===== config.mk =====
export PLATFORM = sky130hd
export DESIGN_NAME = mbist_ctrl
export DESIGN_NICKNAME = d
export VERILOG_FILES = /design/src/rtl/mbist_ctrl.sv
export SDC_FILE = /design/constraint.sdc
export NUM_CORES = 1
export LEC_CHECK = 0
export CAP_MARGIN = 10
export CORE_ASPECT_RATIO = 0.6
export CORE_MARGIN = 2
export CORE_UTILIZATION = 50
export CTS_CLUSTER_DIAMETER = 200
export CTS_CLUSTER_SIZE = 12
export DETAILED_ROUTE_END_ITERATION = 8
export PLACE_DENSITY = 0.77
export SLEW_MARGIN = 20
export SYNTH_ARGS = -nofsm -noshare
export SYNTH_HDL_FRONTEND = slang
export SYNTH_SLANG_ARGS = --single-unit

===== constraint.sdc =====
create_clock -name clk -period 3.35 [get_ports clk]
set_clock_uncertainty 0.15 [all_clocks]
set_input_delay 0.5025 -clock clk [delete_from_list [all_inputs] [get_ports clk]]
set_output_delay 0.5025 -clock clk [all_outputs]
set_load 0.01 [all_outputs]

===== src/rtl/mbist_ctrl.sv =====
// mbist_ctrl: March C- sequencer for the memory BIST datapath.
// Walks M0..M5 over the RAM under test, presents the expected read value
// on data_t, samples the comparator result in the cycle after each read,
// and stops on the first mismatch.
// Ports:
//   clk, rst      rising-edge clock, asynchronous active-high reset
//   start         begin a run (honoured in IDLE or DONE only)
//   cmp_eq        comparator equality result (data_t == ramout)
//   ram_addr/ram_din/ram_we/ram_re  RAM control
//   data_t        expected read data to the comparator
//   busy/done/fail                  run status
//   fail_addr/fail_elem             first failing address / March element
module mbist_ctrl #(
  parameter int unsigned ADDR_W = 4,
  parameter int unsigned DATA_W = 8
) (
  input  logic              clk,
  input  logic              rst,
  input  logic              start,
  input  logic              cmp_eq,
  output logic [ADDR_W-1:0] ram_addr,
  output logic [DATA_W-1:0] ram_din,
  output logic              ram_we,
  output logic              ram_re,
  output logic [DATA_W-1:0] data_t,
  output logic              busy,
  output logic              done,
  output logic              fail,
  output logic [ADDR_W-1:0] fail_addr,
  output logic [2:0]        fail_elem
);

  localparam logic [ADDR_W-1:0] LP_ADDR_LAST = '1;
  localparam logic [2:0]        LP_ELEM_LAST = 3'd5;
  localparam logic [2:0]        LP_ELEM_DOWN = 3'd3;

  typedef enum logic [1:0] {S_IDLE, S_RUN, S_DONE} state_t;
  typedef enum logic [1:0] {OP_WR, OP_RD, OP_CMP} op_t;

  state_t            r_state, w_state;
  op_t               r_op, w_op;
  logic [2:0]        r_elem, w_elem, w_elem_inc;
  logic [ADDR_W-1:0] r_ram_addr, w_addr;
  logic [DATA_W-1:0] r_ram_din, w_din, r_data_t, w_data_t;
  logic              r_ram_we, w_we, r_ram_re, w_re;
  logic              r_busy, w_busy, r_done, w_done;
  logic              r_fail, w_fail;
  logic [ADDR_W-1:0] r_fail_addr, w_fail_addr;
  logic [2:0]        r_fail_elem, w_fail_elem;
  logic              w_down, w_term;

  // March C- element table: read background, write background, write present
  function automatic logic f_rd_ones(input logic [2:0] e);
    return (e == 3'd2) || (e == 3'd4);
  endfunction

  function automatic logic f_wr_ones(input logic [2:0] e);
    return (e == 3'd1) || (e == 3'd3);
  endfunction

  function automatic logic [DATA_W-1:0] f_pat(input logic ones);
    return ones ? {DATA_W{1'b1}} : {DATA_W{1'b0}};
  endfunction

  // Next-state and next-output logic
  always_comb begin
    w_state     = r_state;
    w_op        = r_op;
    w_elem      = r_elem;
    w_addr      = r_ram_addr;
    w_fail      = r_fail;
    w_fail_addr = r_fail_addr;
    w_fail_elem = r_fail_elem;
    w_elem_inc  = r_elem + 3'd1;
    w_down      = (r_elem >= LP_ELEM_DOWN);
    w_term      = w_down ? (r_ram_addr == '0) : (r_ram_addr == LP_ADDR_LAST);

    case (r_state)
      S_IDLE, S_DONE: begin
        if (start) begin
          w_state     = S_RUN;
          w_op        = OP_WR;
          w_elem      = '0;
          w_addr      = '0;
          w_fail      = 1'b0;
          w_fail_addr = '0;
          w_fail_elem = '0;
        end
      end
      S_RUN: begin
        case (r_op)
          OP_WR: begin
            // Only M0 uses WR; it is followed by M1 (up, from address 0)
            if (w_term) begin
              w_elem = 3'd1;
              w_addr = '0;
              w_op   = OP_RD;
            end else begin
              w_addr = r_ram_addr + ADDR_W'(1);
            end
          end
          OP_RD: w_op = OP_CMP;
          OP_CMP: begin
            if (!cmp_eq) begin
              w_fail      = 1'b1;
              w_fail_addr = r_ram_addr;
              w_fail_elem = r_elem;
              w_state     = S_DONE;
            end else if (w_term) begin
              if (r_elem == LP_ELEM_LAST) begin
                w_state = S_DONE;
              end else begin
                w_elem = w_elem_inc;
                w_addr = (w_elem_inc >= LP_ELEM_DOWN) ? LP_ADDR_LAST : '0;
                w_op   = OP_RD;
              end
            end else begin
              w_addr = w_down ? (r_ram_addr - ADDR_W'(1)) : (r_ram_addr + ADDR_W'(1));
              w_op   = OP_RD;
            end
          end
          default: w_state = S_IDLE;
        endcase
      end
      default: w_state = S_IDLE;
    endcase

    // Outputs are decoded from the next state so they register alongside it
    w_busy   = (w_state == S_RUN);
    w_done   = (w_state == S_DONE);
    w_we     = 1'b0;
    w_re     = 1'b0;
    w_din    = r_ram_din;
    w_data_t = r_data_t;
    if (w_state == S_RUN) begin
      case (w_op)
        OP_WR: begin
          w_we  = 1'b1;
          w_din = f_pat(f_wr_ones(w_elem));
        end
        OP_RD: begin
          w_re     = 1'b1;
          w_data_t = f_pat(f_rd_ones(w_elem));
        end
        OP_CMP: begin
          w_we     = (w_elem != LP_ELEM_LAST);
          w_din    = f_pat(f_wr_ones(w_elem));
          w_data_t = f_pat(f_rd_ones(w_elem));
        end
        default: ;
      endcase
    end
  end

  // State and output registers
  always_ff @(posedge clk or posedge rst) begin
    if (rst) begin
      r_state     <= S_IDLE;
      r_op        <= OP_WR;
      r_elem      <= '0;
      r_ram_addr  <= '0;
      r_ram_din   <= '0;
      r_ram_we    <= 1'b0;
      r_ram_re    <= 1'b0;
      r_data_t    <= '0;
      r_busy      <= 1'b0;
      r_done      <= 1'b0;
      r_fail      <= 1'b0;
      r_fail_addr <= '0;
      r_fail_elem <= '0;
    end else begin
      r_state     <= w_state;
      r_op        <= w_op;
      r_elem      <= w_elem;
      r_ram_addr  <= w_addr;
      r_ram_din   <= w_din;
      r_ram_we    <= w_we;
      r_ram_re    <= w_re;
      r_data_t    <= w_data_t;
      r_busy      <= w_busy;
      r_done      <= w_done;
      r_fail      <= w_fail;
      r_fail_addr <= w_fail_addr;
      r_fail_elem <= w_fail_elem;
    end
  end

  // The comparator result only exists during the CMP cycle itself, so the
  // read-modify write of a failing location is cancelled by gating the
  // registered strobe with cmp_eq.
  assign ram_we    = r_ram_we & (cmp_eq | (r_op != OP_CMP));
  assign ram_addr  = r_ram_addr;
  assign ram_din   = r_ram_din;
  assign ram_re    = r_ram_re;
  assign data_t    = r_data_t;
  assign busy      = r_busy;
  assign done      = r_done;
  assign fail      = r_fail;
  assign fail_addr = r_fail_addr;
  assign fail_elem = r_fail_elem;

endmodule


## Yosys cells after proc, flatten, opt, wreduce, memory -nomap -nowiden

Index checks and enable logic that the tools add are counted.
Widths: inputs -> output; s select.

| operators by class | value |
|---|---|
| equality and inequality tests | 22 |
| reduce and logical (&&, ||, !) cells | 15 |
| $add $sub $neg | 3 |
| order comparisons | 2 |
| mux-type cells | 47 |
| bitwise operators | 2 |

Operators by type and width:

| cell | number |
|---|---|
| $mux 4 | 9 |
| $mux 3 | 8 |
| $pmux 4 s2 | 3 |
| $mux 2 | 9 |
| $pmux 3 s2 | 3 |
| $mux 8 | 2 |
| $pmux 2 s2 | 3 |
| $eq 2x1->1 const B | 4 |
| $eq 2x2->1 const B | 4 |
| $ne 2x2->1 const B | 4 |
| $reduce_or 2->1 | 4 |
| $mux 1 | 7 |
| $eq 3x2->1 const B | 2 |
| $eq 3x3->1 const B | 2 |
| $ge 3x2->1 const B | 2 |
| $logic_not 2->1 | 3 |
| $ne 3x3->1 const B | 2 |
| $pmux 2 s3 | 1 |
| $reduce_and 5->1 | 1 |
| $add 4x1->4 const B | 1 |
| $eq 4x4->1 const B | 1 |
| $logic_not 4->1 | 1 |
| $ne 4x4->1 const B | 1 |
| $pmux 1 s2 | 2 |
| other kinds (10) | 12 |

| word-level totals | value |
|---|---|
| logic and storage cells | 104 |
| input port bits | 4 |
| output and inout port bits | 32 |
| flip-flop bits (word level) | 39 |

## Logic depth before layout (Yosys ltp)

| depth | value |
|---|---|
| depth after elaboration | 9 |
| mapped depth | 11 |
| depth with buffers taken out | 11 |

## Worst setup path after synthesis

No wires, ideal clock.

| timing path | value |
|---|---|
| path kind | register to register |
| start | register r_elem[0] |
| end | register r_data_t[6], in the netlist data_t[6] |
| cell stages (with the launch flop) | 12 |
| buffers on the path | 0 |
| data arrival time | 2.710 ns |
| period minus slack after synthesis | 2.982 ns |
| path slack | 0.368 ns |
| cells stage by stage | dfrtp_1 > ha_1 > ha_1 > a211oi_2 > mux2_4 > nor3_1 > o21ai_1 > a21oi_1 > inv_1 > ha_1 > nand2_1 > o2bb2ai_1 |

| between the ends | value |
|---|---|
| cells in the longest elaborated chain, start to end | 9 |

RTL lines:

| element | RTL line | text |
|---|---|---|
| start: declaration | 42 | `logic [2:0] r_elem, w_elem, w_elem_inc;` |
| start signal: assignment | 174 | `r_elem <= w_elem;` |
| $ge 3x2->1 or $eq 3x3->1 (tied branches) | 75, 110 |  |
| $mux 1 or $mux 2 (tied branches) | 76, 110 |  |
| $mux 2 | 109 | `end else if (w_term) begin` |
| $mux 2 | 104 | `if (!cmp_eq) begin` |
| $pmux 2 s3 (*) | 91 | `case (r_op)` |
| $pmux 2 s2 (*) | 78 | `case (r_state)` |
| net w_op[0] | 41 | `op_t r_op, w_op;` |
| $eq 2x1->1 or $eq 2x2->1 (tied branches) | 136 | `case (w_op)` |
| $reduce_or 2->1 (no source line) (*) | - |  |
| $reduce_and 2->1 (no source line) (*) | - |  |
| end signal: assignment | 179 | `r_data_t <= w_data_t;` |
| end: declaration | 44 | `logic [DATA_W-1:0] r_ram_din, w_din, r_data_t, w_data_t;` |

Mark *: on every way through the listed nets, which the timed path passes. The rest lies on a longest branch.
A chain may end at the register's enable or synchronous reset.

## Worst setup path in the final report

Same ends and word-level chain as after synthesis.

==> run_results.csv <==
group,metric,value,unit
placed_design,hpwl,2900,um
clock_tree,post_cts_resized,0,
clock_tree,cts_setup_buffers,0,
pwr,powerDensity,759,mW/mm^2
placed_design,port_buffers,35,
timing,setup-tns-final,0,ns
timing,fin_ws,0.257,ns
clock_tree,cts.sinks,25,
synthesis,post-synth-top-area-cell,"dfrtp_1",
worst_setup_path,slowest_stage,"dfrtp_1",
timing,worst_pin_slew,0.942,ns
floorplanning,fp-row-count,15,
floorplanning,die_w,77.2,um
detailed_routing,num_vias,1306,
floorplanning,ios,36,
placed_design,gp_congestion,0.952,
global_route,grt_max_degree,26,
pwr,finalPower,1.47,mW
synthesis,synth-async-reset-ratio,100,%
clock_tree,cts_tree,"built",
pwr,p_leak,0.829,nW
synthesis,yosys_most_used_dff,"dfrtp_1",
finish,drive_above_1_share,9.84,%
timing,period_minus_slack,3.09,ns
floorplanning,coreArea,0.00297,mm^2
synthesis,synthDominantCellAreaShare,38.9,%
detailed_routing,drt-initial-drc-count,168,
timing,finalSetupViolations,0,
clock_tree,cts-hold-fix-buffers,0,
worst_setup_path,setup.worst_path.class,"reg -> reg",
detailed_routing,wl_per_cell,16.1,um
clock_tree,clockBufferDepth,2,
placed_design,placed_cells,231,
finish,n_antenna_cell,0,
synthesis,syn_inst,172,
pwr,ir_worst_vdd,0.342,mV
timing,grt_setup_unrepaired,"false",
clock_tree,cts_max_level,1,
clock_tree,tritoncts.num_buffers,3,
timing,finalHoldViolations,0,
worst_setup_path,path_cells,"ha_1 > ha_1 > a211oi_2 > mux2_4 > nor3_1 > o21ai_1 > a21oi_1 > inv_1 > ha_1 > nand2_1 > o2bb2ai_1",
timing,max_freq,323,MHz
detailed_routing,ant_nets,0,
detailed_routing,totalWireLength,3780,um
clock_tree,cts-root-buf,"clkbuf_8",
job,maxCapViolations,0,
worst_setup_path,end_kind,"flip-flop",
finish,instances_no_fill,235,
detailed_routing,drt-pass1-iter-count,4,
synthesis,ys_warn_count,0,
global_route,grtUsageTotal,22.2,%
global_route,grt_pass1_wl,6160,um
detailed_routing,drcViolationCount,0,
floorplanning,dieArea,0.00370,mm^2
timing,drv_slew,0,
global_route,antenna_found_initial,0,
timing,slew_headroom,37.2,%
worst_setup_path,cp.required,3.36,ns
synthesis,netlist_area,0.00161,mm^2
worst_setup_path,cpPeakStageDelay,0.49,ns
synthesis,avgSynthCellArea,9.35,um^2
min_path,hold_path_class,"reg -> reg",
worst_setup_path,cp_max_fo,8,
finish,layout_common_cells,"clkdlybuf4s50_1, dfrtp_1, nand2_1",
finish,flow.area_growth_from_synthesis,20.4,%
placed_design,preCtsSetupSlack,0.341,ns
synthesis,yosysSeqAreaShare,38.9,%
detailed_routing,viasPerCell,5.56,
timing,fin_crit_sh,92.3,%
finish,fin_nets,207,
global_route,grt-ovfl-total,0,
finish,final_common_cell,"clkdlybuf4s50_1",
floorplanning,die_h,47.9,um
worst_setup_path,start_kind,"flip-flop",
synthesis,synth_area_leaders,"dfrtp_1, ha_1, buf_4",
worst_setup_path,crit_buf_inv,1,
worst_setup_path,crit_top_cell,"ha_1",
status,status,"finished, final reports clean",
worst_setup_path,worstPathArrival,3.11,ns
global_route,grt_pass1_vias,1216,
clock_tree,clk_latency,0.27,ns
synthesis,synth_edf_count,0,
synthesis,synth.net_count,185,
synthesis,ys_types,48,
clock_tree,clk_pin_slew,0.09,ns
floorplanning,floorplan.initialDensity,54.2,%
synthesis,synth_seq_cells,25,
worst_setup_path,cp_top_family,"compound AO/OA/AOI/OAI gates",
## synthesized netlist by cell type (all sizes together), types with 2 or more instances
cell      n
a211oi    2
a21o      2
a21oi     3
a22o      2
a31oi     4
buf      16
clkbuf    4
dfrtp    25
ha        9
inv      13
mux2i     2
nand2    21
nand2b    3
nand3     4
nor2     13
nor2b     2
nor3      2
o21a      3
o21ai    15
o2bb2ai   2
o31a      2
o31ai     6
xor2      3
## metal layers
| metal | wire length (um) | GRT usage (%) | vias up | part of all wire (%) |
|---|---|---|---|---|
| met5 | 0 | 0 | - | 0 |
| met4 | 43 | 3.57 | 0 | 1.1 |
| met1 | 1800 | 31.3 | 629 | 48 |
| met3 | 246 | 5.85 | 4 | 6.5 |
| met2 | 1690 | 35.8 | 43 | 45 |
| li1 | - | - | 630 | - |
## logic make-up (layout without fill, tap and decap cells)
kind of cell / after synthesis / in the layout / synth area share (%)
muxes: 3 / 3 / 2.41
AOI/OAI and AO/OA: 49 / 49 / 24.0
DFF: 25 / 25 / 38.9
xor gates and xnor gates: 3 / 3 / 1.63
and+or+nand+nor: 50 / 50 / 14.5
adders and majority gates: 9 / 9 / 7.00
buffers and inverters: 33 / 54 / 11.5
## state kept, by name (all words and copies together) (netlist names)
signal     flops
r_state        2
data_t         1
fail_addr      4
ram_addr       4
r_ram_we       1
done           1
ram_din        1
r_elem         3
ram_re         1
r_op           2
fail_elem      3
fail           1
busy           1
## cell type report
cell class                      instances  area [um^2]
Fill cell                             251         1030
Multi-Input combinational cell        114          797
Sequential cell                        25          626
Timing Repair Buffer                   37          365
Tap cell                               42         52.6
Inverter                               13         48.8
Clock buffer                            3         41.3
Clock inverter                          1         5.00
## stage by stage
step | hold slack (ns) | instance area [um^2] | utilization (%)
2_1_floorplan | 0.352 | 1610 | -
3_3_place_gp | 0.312 | 1890 | 63.7
3_5_place_dp | 0.319 | 1890 | 63.7
4_1_cts | 0.339 | 1940 | 65.3
5_1_grt | 0.359 | 1940 | 65.3
6_report | 0.335 | 1940 | 65.3
## power by group
part	internal (mW)	switching, mW	leakage (nW)
clock	0.0831	0.0941	0.0255
sequential	0.383	0.106	0.331
combinational	0.394	0.409	0.473
## path summary, 6_finish.rpt
path,startpoint,to,slack (ns),cells after the start
min in group asynchronous,rst,ram_addr[1],0.59,2
max in group asynchronous,rst,fail_elem[0],1.88,2
worst max register to register,r_elem[0],data_t[6],0.26,11
worst max-delay path,r_elem[0],data_t[6],0.26,11
worst min-delay path,fail,fail,0.34,1
worst min register to register,fail,fail,0.34,1
## worst reg2reg max path, stage by stage (launching register included)
cell and delay [ns]:
dfrtp_1 0.49, ha_1 0.27, ha_1 0.19, a211oi_2 0.36, mux2_4 0.38, nor3_1 0.20
o21ai_1 0.11, a21oi_1 0.25, inv_1 0.11, ha_1 0.30, nand2_1 0.05, o2bb2ai_1 0.13
Power figures use the tool's default switching activity.
